**src/rtl/mem_stage_cache.sv**
```systemverilog
// MEM-stage data cache: direct-mapped, one word per line, write-through, no write-allocate.
// Optional hit/miss counters are built when MEM_STAGE_CACHE_STATS_EN is defined.
module mem_stage_cache #(
    parameter int NUM_LINES = 8
) (
    input  logic        clk,
    input  logic        rst_b,
    input  logic [31:0] mem_addr_mem,
    input  logic        mem_read_mem,
    input  logic        mem_write_mem,
    input  logic        is_word_mem,
    input  logic [7:0]  mem_data_in_mem [0:3],
    output logic [7:0]  cache_data_out_mem [0:3],
    output logic [1:0]  byte_number_mem,
    output logic        register_write,
    output logic        lock,
    output logic        mem_req,
    output logic        mem_we,
    output logic [3:0]  mem_be,
    output logic [29:0] mem_word_addr,
    output logic [7:0]  mem_wdata [0:3],
    input  logic [7:0]  mem_rdata [0:3],
    input  logic        mem_ready
`ifdef MEM_STAGE_CACHE_STATS_EN
    ,
    output logic [31:0] hit_count,
    output logic [31:0] miss_count
`endif
);

    localparam int IDX_W = $clog2(NUM_LINES);
    localparam int TAG_W = 30 - IDX_W;

    typedef enum logic [1:0] {
        IDLE  = 2'd0,
        FILL  = 2'd1,
        WRITE = 2'd2,
        RESP  = 2'd3
    } state_e;

    state_e               state_q, state_d;
    logic [29:0]          req_addr_q, req_addr_d;
    logic [3:0]           req_be_q, req_be_d;
    logic [31:0]          req_wdata_q, req_wdata_d;
    logic [NUM_LINES-1:0] valid_q;
    logic [TAG_W-1:0]     tag_q [NUM_LINES];
    logic [31:0]          data_q [NUM_LINES];

    logic [IDX_W-1:0]     in_idx_s, req_idx_s, out_idx_s;
    logic [TAG_W-1:0]     in_tag_s, req_tag_s;
    logic                 in_hit_s, req_hit_s, out_hit_s;
    logic                 is_store_s, is_load_s;
    logic                 line_we_s, valid_set_s;
    logic [31:0]          line_wdata_s, in_wdata_s, rdata_s, out_word_s;
    logic [3:0]           in_be_s;
    logic                 lock_s, reg_write_s;

    function automatic logic [31:0] merge_bytes(input logic [31:0] old_w,
                                                input logic [31:0] new_w,
                                                input logic [3:0]  be);
        logic [31:0] res;
        for (int i = 0; i < 4; i++) begin
            res[8*i +: 8] = be[i] ? new_w[8*i +: 8] : old_w[8*i +: 8];
        end
        return res;
    endfunction

    assign in_idx_s   = mem_addr_mem[IDX_W+1:2];
    assign in_tag_s   = mem_addr_mem[31:IDX_W+2];
    assign req_idx_s  = req_addr_q[IDX_W-1:0];
    assign req_tag_s  = req_addr_q[29:IDX_W];
    assign in_hit_s   = valid_q[in_idx_s] && (tag_q[in_idx_s] == in_tag_s);
    assign req_hit_s  = valid_q[req_idx_s] && (tag_q[req_idx_s] == req_tag_s);
    assign is_store_s = mem_write_mem;
    assign is_load_s  = mem_read_mem && !mem_write_mem;
    assign in_be_s    = is_word_mem ? 4'b1111 : (4'b0001 << mem_addr_mem[1:0]);

    // Pack byte lanes; a byte store only carries the addressed lane.
    always_comb begin
        in_wdata_s = 32'h0000_0000;
        rdata_s    = 32'h0000_0000;
        for (int i = 0; i < 4; i++) begin
            rdata_s[8*i +: 8] = mem_rdata[i];
            if (is_word_mem || (mem_addr_mem[1:0] == 2'(i))) begin
                in_wdata_s[8*i +: 8] = mem_data_in_mem[i];
            end else begin
                in_wdata_s[8*i +: 8] = 8'h00;
            end
        end
    end

    // Next-state, request capture and line-update decisions.
    always_comb begin
        state_d      = state_q;
        req_addr_d   = req_addr_q;
        req_be_d     = req_be_q;
        req_wdata_d  = req_wdata_q;
        line_we_s    = 1'b0;
        valid_set_s  = 1'b0;
        line_wdata_s = data_q[req_idx_s];
        lock_s       = 1'b0;
        reg_write_s  = 1'b0;
        case (state_q)
            IDLE: begin
                if (is_store_s) begin
                    lock_s      = 1'b1;
                    req_addr_d  = mem_addr_mem[31:2];
                    req_be_d    = in_be_s;
                    req_wdata_d = in_wdata_s;
                    state_d     = WRITE;
                end else if (is_load_s && in_hit_s) begin
                    reg_write_s = 1'b1;
                end else if (is_load_s) begin
                    lock_s     = 1'b1;
                    req_addr_d = mem_addr_mem[31:2];
                    state_d    = FILL;
                end else begin
                    state_d = IDLE;
                end
            end
            FILL: begin
                lock_s = 1'b1;
                if (mem_ready) begin
                    line_we_s    = 1'b1;
                    valid_set_s  = 1'b1;
                    line_wdata_s = rdata_s;
                    state_d      = RESP;
                end else begin
                    state_d = FILL;
                end
            end
            WRITE: begin
                lock_s = 1'b1;
                if (mem_ready) begin
                    // No allocate: only a line already holding this word is merged.
                    line_we_s    = req_hit_s;
                    line_wdata_s = merge_bytes(data_q[req_idx_s], req_wdata_q, req_be_q);
                    state_d      = RESP;
                end else begin
                    state_d = WRITE;
                end
            end
            RESP: begin
                reg_write_s = 1'b1;
                state_d     = IDLE;
            end
            default: begin
                state_d = IDLE;
            end
        endcase
    end

    // Control state, request registers and valid bits.
    always_ff @(posedge clk or negedge rst_b) begin
        if (!rst_b) begin
            state_q     <= IDLE;
            req_addr_q  <= 30'h0;
            req_be_q    <= 4'h0;
            req_wdata_q <= 32'h0;
            valid_q     <= '0;
        end else begin
            state_q     <= state_d;
            req_addr_q  <= req_addr_d;
            req_be_q    <= req_be_d;
            req_wdata_q <= req_wdata_d;
            if (valid_set_s) begin
                valid_q[req_idx_s] <= 1'b1;
            end
        end
    end

    // Tag and data arrays hold no reset; valid bits qualify them.
    always_ff @(posedge clk) begin
        if (line_we_s) begin
            tag_q[req_idx_s]  <= req_tag_s;
            data_q[req_idx_s] <= line_wdata_s;
        end
    end

    // Read port: live address in IDLE, captured address while responding.
    always_comb begin
        out_idx_s = in_idx_s;
        out_hit_s = 1'b0;
        if (state_q == IDLE) begin
            out_hit_s = in_hit_s;
        end else if (state_q == RESP) begin
            out_idx_s = req_idx_s;
            out_hit_s = req_hit_s;
        end else begin
            out_hit_s = 1'b0;
        end
        out_word_s = out_hit_s ? data_q[out_idx_s] : 32'h0000_0000;
        for (int i = 0; i < 4; i++) begin
            cache_data_out_mem[i] = out_word_s[8*i +: 8];
            mem_wdata[i]          = req_wdata_q[8*i +: 8];
        end
    end

    assign byte_number_mem = mem_addr_mem[1:0];
    assign lock            = lock_s && rst_b;
    assign register_write  = reg_write_s && rst_b;
    assign mem_req         = (state_q == FILL) || (state_q == WRITE);
    assign mem_we          = (state_q == WRITE);
    assign mem_be          = req_be_q;
    assign mem_word_addr   = req_addr_q;

`ifdef MEM_STAGE_CACHE_STATS_EN
    logic [31:0] hit_cnt_q, hit_cnt_d, miss_cnt_q, miss_cnt_d;

    // Saturating counters of IDLE-state load lookups.
    always_comb begin
        hit_cnt_d  = hit_cnt_q;
        miss_cnt_d = miss_cnt_q;
        if ((state_q == IDLE) && is_load_s && in_hit_s && (hit_cnt_q != 32'hFFFF_FFFF)) begin
            hit_cnt_d = hit_cnt_q + 32'd1;
        end else begin
            hit_cnt_d = hit_cnt_q;
        end
        if ((state_q == IDLE) && is_load_s && !in_hit_s && (miss_cnt_q != 32'hFFFF_FFFF)) begin
            miss_cnt_d = miss_cnt_q + 32'd1;
        end else begin
            miss_cnt_d = miss_cnt_q;
        end
    end

    // Counter registers.
    always_ff @(posedge clk or negedge rst_b) begin
        if (!rst_b) begin
            hit_cnt_q  <= 32'h0;
            miss_cnt_q <= 32'h0;
        end else begin
            hit_cnt_q  <= hit_cnt_d;
            miss_cnt_q <= miss_cnt_d;
        end
    end

    assign hit_count  = hit_cnt_q;
    assign miss_count = miss_cnt_q;
`endif

endmodule
```
**config.mk**
```make
export PLATFORM = sky130hd
export DESIGN_NAME = mem_stage_cache
export DESIGN_NICKNAME = d
export VERILOG_FILES = /design/src/rtl/mem_stage_cache.sv
export SDC_FILE = /design/constraint.sdc
export NUM_CORES = 1
export LEC_CHECK = 0
export ABC_CLOCK_PERIOD_IN_PS = 5280
export BUFFER_PORTS_ARGS = -buffer_cell sky130_fd_sc_hd__clkbuf_2
export CAP_MARGIN = 30
export CORE_ASPECT_RATIO = 0.6
export CORE_MARGIN = 5
export CORE_UTILIZATION = 50
export CTS_CLUSTER_SIZE = 25
export DETAILED_ROUTE_END_ITERATION = 8
export PLACE_DENSITY = 0.78
export SYNTH_ARGS = -nofsm -noshare
export SYNTH_HDL_FRONTEND = slang
export SYNTH_SLANG_ARGS = --single-unit
```
**constraint.sdc**
```tcl
create_clock -name clk -period 5.28 [get_ports clk]
set_clock_uncertainty 0.05 [all_clocks]
set_input_delay 1.32 -clock clk [delete_from_list [all_inputs] [get_ports clk]]
set_output_delay 1.32 -clock clk [all_outputs]
set_load 0.1 [all_outputs]
```
Word level (Yosys, flattened, before mapping):

Memory sizes are Yosys's and may differ from the RTL's.
Index checks and enable logic that the tools add are counted.

* logic and storage cells: 106
* bits in writable memories: 472
* flip-flop bits (word level): 76
* bits of input ports: 102
* memories kept: 2

* magnitude comparators: 3
* equal/unequal tests: 26
* muxes and demuxes: 45
* reduce and logical (&&, ||, !) cells: 23
* shift-type cells: 1
* bitwise gates (word level): 1

Memories
* data_q: depth 8, width 32, rd ports 1, clocked after Yosys merged registers in 0, write ports 1, line 47 `logic [31:0] data_q [NUM_LINES];`
* tag_q: depth 8, width 27, rd ports 2, clocked after Yosys merged registers in 0, write ports 1, line 46 `logic [TAG_W-1:0] tag_q [NUM_LINES];`

Operators by type and width (count)
* $mux W32: 3
* $mux W30: 3
* $mux W8: 8
* $pmux W32 S2: 1
* $eq A27 B27 Y1: 2
* $ne A2 B2 Y1 const B: 13
* $reduce_and A5 Y1: 4
* $mux W1: 17
* $ne A3 B3 Y1 const B: 5
* $eq A2 B2 Y1 const B: 4
* $lt A3 B4 Y1 const B: 2
* $or A8 B8 Y8: 1
* $pmux W2 S4: 1
* $logic_and A1 B1 Y1: 7
* $bmux W1 S3: 2
* $mux W2: 3
* $mux W3: 2
* $pmux W1 S2: 3
* $logic_or A1 B1 Y1: 5
* $eq A2 B1 Y1 const B: 2
* $logic_not A2 Y1: 2
* $mux W4: 1
* $shl A1 B2 Y4 const A: 1
* $demux W1 S3: 1
* other kinds (6): 6

Logic depth before layout (Yosys ltp):

Gate-level depths: netlist (run 1).

* depth after elaboration: 8
* gate-level depth with buffers: 13
* depth with buffers taken out: 8

Least setup slack after synthesis (run 1):

OpenSTA, ideal clock, no wires.

* kind: input port to output port
* from: input mem_addr_mem[4]
* to: output cache_data_out_mem[0] (netlist bit)
* arrival time: 5.090 ns
* stages: 11
* data required time: 3.910 ns
* buffers on the path: 4
* setup slack: -1.180 ns
* cells stage by stage: buf_2 > buf_1 > buf_1 > mux2i_1 > xnor2_1 > nor4_1 > nand3_1 > nor4_1 > a31oi_1 > clkbuf_1 > a21oi_1

RTL lines
* start, declared: line 8 `input logic [31:0] mem_addr_mem,`
* end, declared: line 13 `output logic [7:0] cache_data_out_mem [0:3],`

==> impl_results.md, run 1 <==
* Layout area overhead at 27.6%
* Sequential share of the synthesized area at 0.669
* CTS tree: built
* GRT overflow at 0
* Outcome: complete, but fails checks
* Placed cell areas at ~28000 um^2
* PnR Total Power at 16.7 mW
* Combinational Power Share at 0.400
* Pin count of the biggest net entering global routing at 65
* Max frequency at approximately 0.18 GHz
* Routed vias/inst at 6.31
* Ys flop type: edfxtp_1
* Largest delay share family, worst path: buffers and inverters
* Initial antenna violation count at 2
* Worst Setup Start Kind: input pin
* Routed Antenna Nets at 0
* Post-synth EDFFs at about 470
* Worst reg2reg path depth at 11
* Residual DRC at 0
* Sw Share at 0.395
* Post-Syn Nets at about 1.5k
* Fin area at just over 30000 um^2
* Clk root buf: clkbuf_16
* Area contributors post-synth: edfxtp_1 59%, mux4_2 15%, dfrtp_1 7.9%, mux2_2 3.0%, mux2i_1 2.8%
* Multi-input logic area at about 8600 um^2
* Core Region at between 40000 and 50000 um^2
* Worst VDD drop at just over 0.4 mV
* Hpwl dp at about 44000 um
* Worst Setup End Kind: primary output
* CTS H-tree lvls at 2
* GPL Wtd Cong at roughly 0.94
* Period utilisation layout at 1.05
* Via count at 15.0k
* Worst-Margin Slew at 0.849 ns
* Power Dens Cells at between 500 and 600 nW/um^2
* Hold_sp: valid_q[2]
* Async set or reset register ratio after synthesis at 0.139
* Leading cell types in the layout, fill and taps excluded: 472 x edfxtp_1, 167 x clkbuf_2, 157 x mux4_2
* Initial DRC count at 1702
* Mean Syn Cell Area at 17.9 um^2
* Final Slew Violations at 0
* Num CTS Buffers at 50
* Post-layout nets at roughly 1.8k
* FF-to-FF setup slack at approximately 0.95 ns
* Critical path fanouts, max at 8
* Worst Hold Path EP: valid_q[2]
* Placement Rows at 62
* Violated checks: negative setup slack
* Final min period at about 5.5 ns
* First-pass GRT wire length at around 100000 um
* Cell Int Power at 10.1 mW
* DIE HEIGHT at ~180 um
* Top-area cell type share of the netlist area at 0.590
* Setup violations, final at 33
* NetSw at between 6 and 7 mW
* Hold Slack at approximately 0.44 ns
* Post-synthesis register bit count at between 500 and 600
* WP buf/inv at 6
* Origin of the critical flop-to-flop path: mem_word_addr[2]
* R2R Path End: tag_q[4][17]
* Final setup margin at -0.261 ns
* Share of post-route cells with drive strength above 1 at 0.466
* Worst hold stages at 1
* IO Pins at 206
* Die area at around 53000 um^2
* Fin. Hold Viols at 0
* Cell variety after synth at 55
* CP Cell Sequence: buf_16 -> buf_16 -> buf_12 -> mux4_2 -> mux2i_4 -> xnor2_2 -> nor4_2 -> nand3_2 -> nor4_4 -> a31oi_4 -> buf_12 -> buf_16 -> a21oi_4 -> buf_12
* Clock-pin slew on the worst setup and hold paths at approximately 0.06 ns
* Drt first pass iters at 6
* Hold Path Class: register to register
* Wire per inst at roughly 28 um
* CP arrival at around 4.2 ns
* Relative slew slack at 0.432
* CP required at between 3 and 4 ns
* Synth Instances at about 1.3k
* Area leader, netlist: edfxtp_1
* Leakage at 10.9 nW
* RSZ-0062 raised after global routing: yes
* Clk network pwr share at 0.232
* Critical setup path kind: input pin to primary output
* Flop pwr share at 0.368
* Fillers at about 3.2k
* Syn. warnings at 0
* Commonest non-fill, non-tap cell in the layout: edfxtp_1
* Clk_lat worst skew at 0.58 ns
* Clock Path Buffers at 3
* GRT Util Overall at 0.246
* Register area at around 16000 um^2
* CTS sink count at around 550
* Max Cap Viol at 0
* Die Width at just under 300 um
* PortBufs at 205
* Drt total wl at ~67000 um
* Largest stage delay, worst path at approximately 0.52 ns
* Initial core utilization at 0.504
* Mapped cell area at 24000 um^2
* Vias in the first global route at approximately 15k
* Slowest cell on the critical path: mux4_2
[worst register-to-register path, cell delays in order (launching register included)]
cell	delay (ns)
dfrtp_4	0.49
buf_4	0.17
buf_12	0.15
mux2_2	0.35
a221o_1	0.29
a22oi_1	0.23
xnor2_1	0.12
or4_1	0.60
o41a_1	0.55
buf_4	0.28
nor2_4	0.13
buf_4	0.52
[per-stage QoR]
stage	TNS [ns]	std cells	setup slack [ns]	utilization
after floorplan	-3.59	1346	-0.120	-
after global placement	-14.08	2229	-0.433	0.578
after detailed placement	-14.31	2231	-0.455	0.578
after CTS	-5.94	2344	-0.208	0.625
after global routing	-11.33	2370	-0.374	0.642
final	-7.53	2370	-0.261	0.642
[Yosys cell counts (all sizes together) (3+ instances only)]
cell and n:
edfxtp 472, mux4 157, nand2 85, dfrtp 76, mux2i 68, mux2 67, buf 51, nor2 51
a21oi 46, xnor2 45, a22o 36, clkbuf 31, nor4 21, nand3 14, and3b 12, inv 12
a21o 8, nand2b 8, o21ai 8, nor2b 7, nor3 7, a22oi 6, nand4 6, a221o 4
a31o 4, and3 4, ha 4, o211ai 4, a2111oi 3, nand3b 3, nor4b 3, o21bai 3
[power by group through the flow]
| stage | logic [mW] | clock network, mW | registers [mW] |
|---|---|---|---|
| after floorplan | 2.89 | 0 | 7.67 |
| after detailed placement | 5.99 | 0 | 6.26 |
| after global placement | 5.90 | 0 | 6.22 |
| final | 6.67 | 3.86 | 6.13 |
| after global routing | 6.96 | 4.09 | 6.19 |
| after CTS | 6.29 | 3.90 | 6.11 |
[cell type report]
type                            count  share of cell area
Clock inverter                     26             0.00984
Multi-Input combinational cell    704               0.281
Timing Repair Buffer              370               0.108
Antenna cell                        2            0.000163
Inverter                           12             0.00159
Sequential cell                   548               0.525
Tap cell                          640              0.0261
Clock buffer                       68              0.0480
[cell families after synthesis]
group           count (synthesis)  share of synthesized area
compound gates                134                     0.0399
buf+inv                        94                     0.0189
fa+ha+maj                       4                    0.00208
mux                           292                      0.207
xor+xnor                       47                     0.0171
simple gates                  227                     0.0459
flops                         548                      0.669
[how the worst max path moves through the flow]
stage | slack, ns | to | cells past startpoint | startpoint
floorplan | -0.12 | cache_data_out_mem[0] | 11 | mem_addr_mem[3]
global placement | -0.43 | cache_data_out_mem[30] | 12 | mem_addr_mem[3]
detailed placement | -0.46 | cache_data_out_mem[3] | 12 | mem_addr_mem[3]
CTS | -0.21 | cache_data_out_mem[20] | 14 | mem_addr_mem[2]
global route | -0.37 | cache_data_out_mem[23] | 15 | mem_word_addr[2]
finish | -0.26 | cache_data_out_mem[26] | 14 | mem_addr_mem[2]
[state kept, by name, summed over array words and instances (netlist names)]
register       cells
tag_q            216
state_q            2
req_wdata_q       32
data_q           256
mem_be             4
mem_word_addr     30
valid_q            8
[what timing repair did]
action,4_1_cts,5_1_grt
hold buffers,0,0
endpoints found under the setup margin,34,34
setup buffers,18,27
gates resized for setup,42,95
pin swaps,13,27
hold endpoints to repair,0,0
cloned,2,1
[metal layers]
metal	global-route usage	vias up	part of all wire
li1	-	6135	-
met1	0.367	7807	0.41
met2	0.360	870	0.45
met3	0.0745	140	0.12
met4	0.0615	0	0.028
met5	0	-	0
No activity file was read; power rests on OpenSTA's default activity.
==> run 2, diff against run 1 <==
==> constraint.sdc (replaced) <==
create_clock -name clk -period 5.28 [get_ports clk]
set_clock_uncertainty 0.05 [all_clocks]
set_input_delay 1.056 -clock clk [delete_from_list [all_inputs] [get_ports clk]]
set_output_delay 1.056 -clock clk [all_outputs]
set_load 0.1 [all_outputs]
==> run 2 against run 1 <==
Effect of this change: the flow now finishes without violations; count of clock-buffer cells in the layout increased by 10; via count decreased by 3.2%; register-to-register slack improved by 0.03 ns; flip-flop and latch count unchanged; power decreased by 2.1%; non-clock buffer count decreased by 27; sequential power about the same; die area unchanged; global-route usage decreased by 1.1 points; clock power decreased by 5.4%.
==> impl_results.md, run 2 (synthesis gave the netlist of run 1 again) <==
* Relative slew slack at 0.419
* Vias in the first global route at roughly 15k
* Residual DRC at 0
* Routed vias/inst at 6.19
* Layout area overhead at 24.4%
* Slowest cell on the critical path: mux4_2
* Leading cell types in the layout, fill and taps excluded: 472 x edfxtp_1, 168 x clkbuf_2, 157 x mux4_2
* Placement Rows at slightly above 60
* Final Slew Violations at 0
* Leakage at between 10 and 15 nW
* Via count at between 10k and 15k
* PnR Total Power at about 16 mW
* Clock Path Buffers at 3
* Hold Path Class: input pin to asynchronous set/reset pin
* Post-layout nets at roughly 1.8k
* Period utilisation layout at 0.993
* IO Pins at roughly 210
* Hpwl dp at 42500 um
* PortBufs at between 200 and 250
* CP required at approximately 4.2 ns
* GRT overflow at 0
* Origin of the critical flop-to-flop path: mem_word_addr[1]
* Die area at around 53000 um^2
* Final min period at about 5.2 ns
* Worst reg2reg path depth at 13
* RSZ-0062 raised after global routing: yes
* Max frequency at roughly 0.19 GHz
* Clk_lat worst skew at ~0.57 ns
* Critical path fanouts, max at 7
* Drt first pass iters at 5
* CTS tree: built
* Initial core utilization at 0.504
* Antenna Cells at 0
* Initial DRC count at approximately 1.6k
* Cell Count Post-Placement at about 2.2k
* Final Core Density at 0.627
* Cell Count, Final, Fillers Out at 2340
* Worst Setup Start Kind: input pin
* Setup violations, final at 0
* DIE HEIGHT at between 150 and 200 um
* Wire per inst at about 27 um
* Max Cap Viol at 0
* Clk root buf: clkbuf_16
* Largest stage delay, worst path at 0.53 ns
* Top reg by flops: data_q
* Die Width at ~290 um
* Max reg flops at 256
* CTS H-tree lvls at 2
* Pin count of the biggest net entering global routing at between 40 and 50
* Power Dens Cells at 545 nW/um^2
* First-pass GRT wire length at ~94000 um
* Critical setup path kind: input pin to primary output
* GPL Wtd Cong at 0.935
* Worst VDD drop at ~0.41 mV
* CP arrival at roughly 4.1 ns
* Worst Setup End Kind: primary output
* Routed Antenna Nets at 0
* Initial antenna violation count at 1
* Largest regs: data_q x256, tag_q x216, req_wdata_q x32
* Fin. Hold Viols at 0
* Commonest non-fill, non-tap cell in the layout: edfxtp_1
* Outcome: complete, no violations
* CP Cell Sequence: clkbuf_4 -> clkbuf_16 -> buf_4 -> mux4_2 -> mux2i_2 -> xnor2_2 -> nor3_1 -> nand3_2 -> nor4_4 -> buf_4 -> a31oi_4 -> buf_12 -> clkbuf_16 -> a21oi_4 -> buf_12
* Hold Slack at roughly 0.4 ns
* Fillers at ~3.3k
* CTS sink count at around 550
* Core Region at about 48000 um^2
* Share of post-route cells with drive strength above 1 at 0.431
* Drt total wl at between 60000 and 70000 um
* Num CTS Buffers at 51
* Worst-Margin Slew at ~0.85 ns
* Clock-pin slew on the worst setup and hold paths at about 0.07 ns
* Setup crit start: mem_addr_mem[2]
* GRT Util Overall at 0.236
==> run 2: power by group <==
| part | switching [mW] | leakage (nW) | internal (mW) |
|---|---|---|---|
| Clock | 1.54 | 0.806 | 2.11 |
| Combinational | 4.33 | 4.57 | 2.20 |
| Sequential | 0.544 | 5.19 | 5.59 |
==> run 2: metal layers <==
| metal | GRT usage | part of all wire |
|---|---|---|
| met5 | 0 | 0 |
| met4 | 0.0573 | 0.025 |
| met3 | 0.0625 | 0.10 |
| met2 | 0.353 | 0.45 |
| met1 | 0.350 | 0.42 |
==> run 2: stage by stage <==
step	area [um^2]	worst slack [ns]	TNS, ns
floorplan	24400	-0.429	-3.22
global placement	27400	-0.0716	-0.937
detailed placement	27500	-0.0778	-1.34
CTS	29200	0.00322	0
global route	29900	-0.0739	-1.32
finish	29900	0.0385	0
==> run 2: cell type report <==
| class | count | area [um^2] | area share |
|---|---|---|---|
| clock buffers | 78 | 1470 | 0.0492 |
| flip-flops and latches | 548 | 16100 | 0.538 |
| multi-input cells | 704 | 8280 | 0.277 |
| well taps | 640 | 801 | 0.0268 |
| inverters | 12 | 52.6 | 0.00176 |
| clock inverters | 15 | 176 | 0.00590 |
| repair buffers | 343 | 3040 | 0.102 |
==> run 2: worst max-delay path, delay by kind of cell <==
kind | cells | cell delay, ns
and+or+nand+nor | 3 | 0.65
xor gates and xnor gates | 1 | 0.15
buffers and inverters | 7 | 1.29
AOI/OAI and AO/OA | 2 | 0.17
muxes | 2 | 0.78
==> run 2: path summary, 6_finish.rpt <==
kind	end	slack [ns]
hold / removal	state_q[1]	0.40
setup reg to reg	data_q[4][1]	0.98
hold reg to reg	valid_q[2]	0.44
max in group asynchronous	mem_word_addr[1]	3.59
setup / recovery	cache_data_out_mem[6]	0.04
min in group clk	valid_q[2]	0.44
==> run 2: what timing repair did <==
action                     4_1_cts  5_1_grt
hold buffers                     0        0
setup endpoints to repair       32       32
cloned                           0        5
resized for setup                4       72
buffers inserted                11       17
pin swaps                        1       14
